$ cat src/rtl/irq_ctrl.sv
// Prioritised, non-nested interrupt controller with pending/enable masking and a claim/complete handshake.
// Optional per-source edge triggering is enabled by defining IRQ_CTRL_EDGE_EN.
module irq_ctrl #(
  parameter int N_SRC      = 8,
  parameter int ADDR_WIDTH = 5,
  parameter int DATA_WIDTH = 32
) (
  input  logic                  clk,
  input  logic                  rst,
  input  logic [N_SRC-1:0]      irq_src,
  input  logic                  reg_req,
  input  logic                  reg_we,
  input  logic [ADDR_WIDTH-1:0] reg_addr,
  input  logic [DATA_WIDTH-1:0] reg_wdata,
  output logic                  reg_rvalid,
  output logic [DATA_WIDTH-1:0] reg_rdata,
  output logic                  irq_o,
  output logic [4:0]            irq_id_o
);

  localparam logic [ADDR_WIDTH-1:0] ADDR_PENDING  = ADDR_WIDTH'('h00);
  localparam logic [ADDR_WIDTH-1:0] ADDR_ENABLE   = ADDR_WIDTH'('h04);
  localparam logic [ADDR_WIDTH-1:0] ADDR_CLAIM    = ADDR_WIDTH'('h08);
  localparam logic [ADDR_WIDTH-1:0] ADDR_COMPLETE = ADDR_WIDTH'('h0C);
  localparam logic [ADDR_WIDTH-1:0] ADDR_TRIGGER  = ADDR_WIDTH'('h10);
  localparam logic [ADDR_WIDTH-1:0] ADDR_STATUS   = ADDR_WIDTH'('h14);

  logic [N_SRC-1:0]      src_q;
  logic [N_SRC-1:0]      pending;
  logic [N_SRC-1:0]      enable;
  logic [N_SRC-1:0]      trigger;
  logic [N_SRC-1:0]      set_src;
  logic [N_SRC-1:0]      block_mask;
  logic [N_SRC-1:0]      claim_mask;
  logic                  in_service_valid;
  logic [4:0]            in_service_id;
  logic                  found;
  logic [4:0]            best;
  logic                  rd;
  logic                  wr;
  logic                  claim_fire;
  logic                  complete_fire;
  logic [DATA_WIDTH-1:0] rdata_nxt;
  logic                  unused_wdata;

  assign unused_wdata = ^reg_wdata[DATA_WIDTH-1:N_SRC];

  // Fixed priority: the lowest-indexed enabled pending source wins.
  always_comb begin
    found = 1'b0;
    best  = 5'd0;
    for (int i = N_SRC - 1; i >= 0; i--) begin
      if (pending[i] && enable[i]) begin
        found = 1'b1;
        best  = 5'(i);
      end
    end
  end

  assign irq_id_o = found ? best + 5'd1 : 5'd0;
  assign irq_o    = found & ~in_service_valid;

  assign rd            = reg_req & ~reg_we;
  assign wr            = reg_req & reg_we;
  assign claim_fire    = rd && (reg_addr == ADDR_CLAIM) && irq_o;
  assign complete_fire = wr && (reg_addr == ADDR_COMPLETE) && in_service_valid &&
                         (reg_wdata[4:0] == in_service_id + 5'd1);

  always_comb begin
    block_mask = '0;
    claim_mask = '0;
    for (int i = 0; i < N_SRC; i++) begin
      block_mask[i] = in_service_valid && (in_service_id == 5'(i));
      claim_mask[i] = claim_fire && (best == 5'(i));
    end
  end

`ifdef IRQ_CTRL_EDGE_EN
  logic [N_SRC-1:0] src_q_d;

  // Edge sources only pend on a 0->1 transition of the registered input.
  assign set_src = src_q & ~(trigger & src_q_d);

  always_ff @(posedge clk) begin
    if (rst) begin
      src_q_d <= '0;
      trigger <= '0;
    end else begin
      src_q_d <= src_q;
      if (wr && (reg_addr == ADDR_TRIGGER)) trigger <= reg_wdata[N_SRC-1:0];
    end
  end
`else
  assign trigger = '0;
  assign set_src = src_q;
`endif

  always_comb begin
    rdata_nxt = '0;
    if (rd) begin
      case (reg_addr)
        ADDR_PENDING: rdata_nxt[N_SRC-1:0] = pending;
        ADDR_ENABLE:  rdata_nxt[N_SRC-1:0] = enable;
        ADDR_CLAIM:   rdata_nxt[4:0]       = irq_o ? irq_id_o : 5'd0;
        ADDR_TRIGGER: rdata_nxt[N_SRC-1:0] = trigger;
        ADDR_STATUS: begin
          rdata_nxt[0]    = irq_o;
          rdata_nxt[1]    = in_service_valid;
          rdata_nxt[12:8] = in_service_valid ? in_service_id + 5'd1 : 5'd0;
        end
        default:      rdata_nxt = '0;
      endcase
    end
  end

  // Claim clear is applied after the set so it wins for the claimed source.
  always_ff @(posedge clk) begin
    if (rst) begin
      src_q            <= '0;
      pending          <= '0;
      enable           <= '0;
      in_service_valid <= 1'b0;
      in_service_id    <= 5'd0;
      reg_rvalid       <= 1'b0;
      reg_rdata        <= '0;
    end else begin
      src_q      <= irq_src;
      pending    <= (pending | (set_src & ~block_mask)) & ~claim_mask;
      reg_rvalid <= reg_req;
      reg_rdata  <= rdata_nxt;
      if (wr && (reg_addr == ADDR_ENABLE)) enable <= reg_wdata[N_SRC-1:0];
      if (claim_fire) begin
        in_service_valid <= 1'b1;
        in_service_id    <= best;
      end else if (complete_fire) begin
        in_service_valid <= 1'b0;
        in_service_id    <= 5'd0;
      end
    end
  end

endmodule
$ cat config.mk
export PLATFORM = sky130hd
export DESIGN_NAME = irq_ctrl
export DESIGN_NICKNAME = d
export VERILOG_FILES = /design/src/rtl/irq_ctrl.sv
export SDC_FILE = /design/constraint.sdc
export NUM_CORES = 1
export LEC_CHECK = 0
export CORE_UTILIZATION = 35
export DETAILED_ROUTE_END_ITERATION = 8
export HOLD_SLACK_MARGIN = 0.1
export PLACE_DENSITY = 0.82
export REMOVE_ABC_BUFFERS = 1
export SYNTH_ARGS = -nofsm -noshare
export SYNTH_HDL_FRONTEND = slang
export SYNTH_SLANG_ARGS = --single-unit
$ cat constraint.sdc
create_clock -name clk -period 1.85 [get_ports clk]
set_clock_uncertainty 0.2 [all_clocks]
set_input_delay 0.37 -clock clk [delete_from_list [all_inputs] [get_ports clk]]
set_output_delay 0.37 -clock clk [all_outputs]
set_load 0.1 [all_outputs]
==> impl_metrics.json <==
{
  "cap_viol_max_count": 0,
  "violations": "setup timing",
  "design.portCount": 88,
  "setup_slack_ns": -0.549,
  "layout_commonest_cell": "buf_4",
  "fillers": 440,
  "overflow": 0,
  "critical-path-slowest-cell": "dfxtp_2",
  "rows": 27,
  "synth_edf_count": 0,
  "numCtsBuffers": 5,
  "met3_length_um": 336,
  "cts_htree_levels": 2,
  "reg2reg_depth": 8,
  "io_buffers": 42,
  "diodes": 0,
  "max_freq_mhz": 417,
  "finalNetCount": 407,
  "yosysUniqueCellTypes": 46,
  "drcViolationCount": 0,
  "cp-start-kind": "flip-flop",
  "status": "complete, but fails checks",
  "arrival_ns": 1.83,
  "dpl.cell_count": 398,
  "final_cells": 421,
  "syn_inst": 233,
  "ir_drop_mv": 0.257,
  "met2_length_um": 3550,
  "ys_seq_area_frac": 0.395,
  "routed_wl_um": 6730,
  "post-route-period-util": 1.30,
  "synth_flop_cell": "dfxtp_1",
  "path_class": "flip-flop to output pin",
  "die_area_um2": 6250,
  "drtPass1Iterations": 5,
  "postSynth.asyncResetShare": 0,
  "worstSkewPairLatency_ns": 0.30,
  "post-route-util": 0.646,
  "maxSlewViolCount": 0,
  "mostFrequentLayoutCells": "buf_4, dfxtp_1, conb_1, nor2_1, clkdlybuf4s50_1",
  "avgSynthCellArea_um2": 8.92,
  "antenna_found_initial": 0,
  "wl_per_cell_um": 16.0,
  "grt_pass1_vias": 2205,
  "coreArea_um2": 5610,
  "end_kind": "output pin",
  "synthesis.area_um2": 2080,
  "cts_buffer_depth": 2,
  "routabilityCongestion": 0.895,
  "crit_fanout": 3,
  "cts-root-buf": "clkbuf_8",
  "yosysWarnings": 0,
  "fp.dieW_um": 79.1,
  "crit_chain": "and2_1 -> o211ai_1 -> nand3_2 -> nor2_4 -> ha_4 -> nor2b_4 -> buf_12",
  "grt_max_degree": 20,
  "cts_tree": "built",
  "drtAntennaViolNets": 0,
  "synth_top_area_cell": "dfxtp_1",
  "ys_ff_latch": 41,
  "crit_path_max_incr_delay_ns": 0.33,
  "cts-hold-fix-buffers": 0,
  "path_depth": 7,
  "clk_pin_slew_ns": 0.07,
  "num_vias": 2151,
  "clock_sinks": 41,
  "setup_violations": 19,
  "finalCriticalPeriod_ns": 2.40,
  "grt_first_pass_wirelength_um": 10300,
  "cpLargestDelayFamily": "simple AND/OR/NAND/NOR gates",
  "dieHeight_um": 79.1,
  "hold_violations": 0,
  "cp.required_ns": 1.28,
  "layout-drive-gt1-share": 0.464,
  "hold_path.class": "flip-flop to flip-flop",
  "cp_num_buf_inv": 1,
  "drt_iter0_markers": 128,
  "power_density_nw_per_um2": 526,
  "rsz0062_at_grt": "true",
  "vias_per_cell": 5.11,
  "p_leak_nw": 1.43,
  "top_layer": "met4",
  "grt_use_total": 0.215,
  "hold_depth": 2,
  "m1WireLength_um": 2680,
  "areaGrowthSynthToFinish_pct": 74.4,
  "yosysTopAreaCellShare": 0.395,
  "start_util": 0.371,
  "yosys-top-cells-area": "dfxtp_1, buf_4, ha_1",
  "dp_hpwl_um": 4740
}
layer usage:
metal	global-route usage	up-vias
met3	0.0391	17
met1	0.241	1043
met4	0.105	0
met5	0	-
li1	-	1004
met2	0.389	87
per-stage QoR:
| step | hold slack, ns | setup WS (ns) | total power, mW | cell area, um^2 | setup TNS, ns |
|---|---|---|---|---|---|
| floorplan | 0.242 | -1.85 | 1.18 | 1950 | -10.24 |
| global placement | 0.296 | -0.559 | 1.32 | 3100 | -15.83 |
| detailed placement | 0.304 | -0.634 | 1.33 | 3100 | -17.69 |
| CTS | 0.312 | -0.601 | 1.89 | 3380 | -4.59 |
| global route | 0.327 | -0.616 | 1.98 | 3620 | -6.41 |
| finish | 0.314 | -0.549 | 1.91 | 3620 | -5.30 |
registers in the layout (all words and copies together) (netlist names):
name / flops
enable: 8
in_service_id: 3
in_service_valid: 1
pending: 8
reg_rdata: 12
reg_rvalid: 1
set_src: 8
report_power, final:
| group | internal, mW | switching (mW) |
|---|---|---|
| clock | 0.268 | 0.299 |
| combinational | 0.130 | 0.285 |
| sequential | 0.904 | 0.0199 |
| total | 1.30 | 0.604 |
Yosys cell counts (3+ instances only):
master and instances:
dfxtp_1 41, nor2_1 29, buf_4 21, nand2_1 16, a21oi_1 12, nor2b_1 12
a22oi_1 10, ha_1 10, inv_1 8, mux2i_1 8, nand3_1 8, clkbuf_1 5
nand2b_1 5, a311oi_1 4, nor3_1 3, nor4_1 3, o32ai_1 3
cell type report:
type / instances / area, um^2 / share of cell area
well taps: 72 / 90.1 / 0.0249
inverters: 8 / 30.0 / 0.00829
multi-input cells: 175 / 1380 / 0.380
repair buffers: 117 / 1200 / 0.331
flip-flops and latches: 41 / 847 / 0.234
clock buffers: 8 / 80.1 / 0.0221
final timing paths:
check | start | end | slack (ns)
worst max-delay path | enable[6]$_SDFFE_PP0P_ | irq_id_o[2] | -0.55
worst min register to register | set_src[2]$_SDFF_PP0_ | pending[2]$_SDFF_PP0_ | 0.31
worst max register to register | enable[5]$_SDFFE_PP0P_ | reg_rdata[2]$_SDFF_PP0_ | -0.38
worst min-delay path | set_src[2]$_SDFF_PP0_ | pending[2]$_SDFF_PP0_ | 0.31
tightest hold or removal path, cell delays in order, from the launching register on:
cell,delay (ns)
dfxtp_1,0.30
a21oi_1,0.12
a311oi_1,0.06
kinds of logic (layout without fill, tap and decap cells):
group | count (synthesis) | after routing | synth area share
compound gates | 44 | 44 | 0.151
buf+inv | 37 | 133 | 0.113
mux | 8 | 8 | 0.0385
flops | 41 | 41 | 0.395
simple gates | 88 | 88 | 0.224
other cells | 1 | 21 | 0.00180
fa+ha+maj | 10 | 10 | 0.0602
xor+xnor | 4 | 4 | 0.0169
what timing repair did:
| item | 4_1_cts | 5_1_grt |
|---|---|---|
| buffers inserted | 7 | 11 |
| setup endpoints to repair | 33 | 33 |
| pin swaps | 27 | 21 |
| gates resized for setup | 50 | 45 |
(Power assumes the default switching activity.)
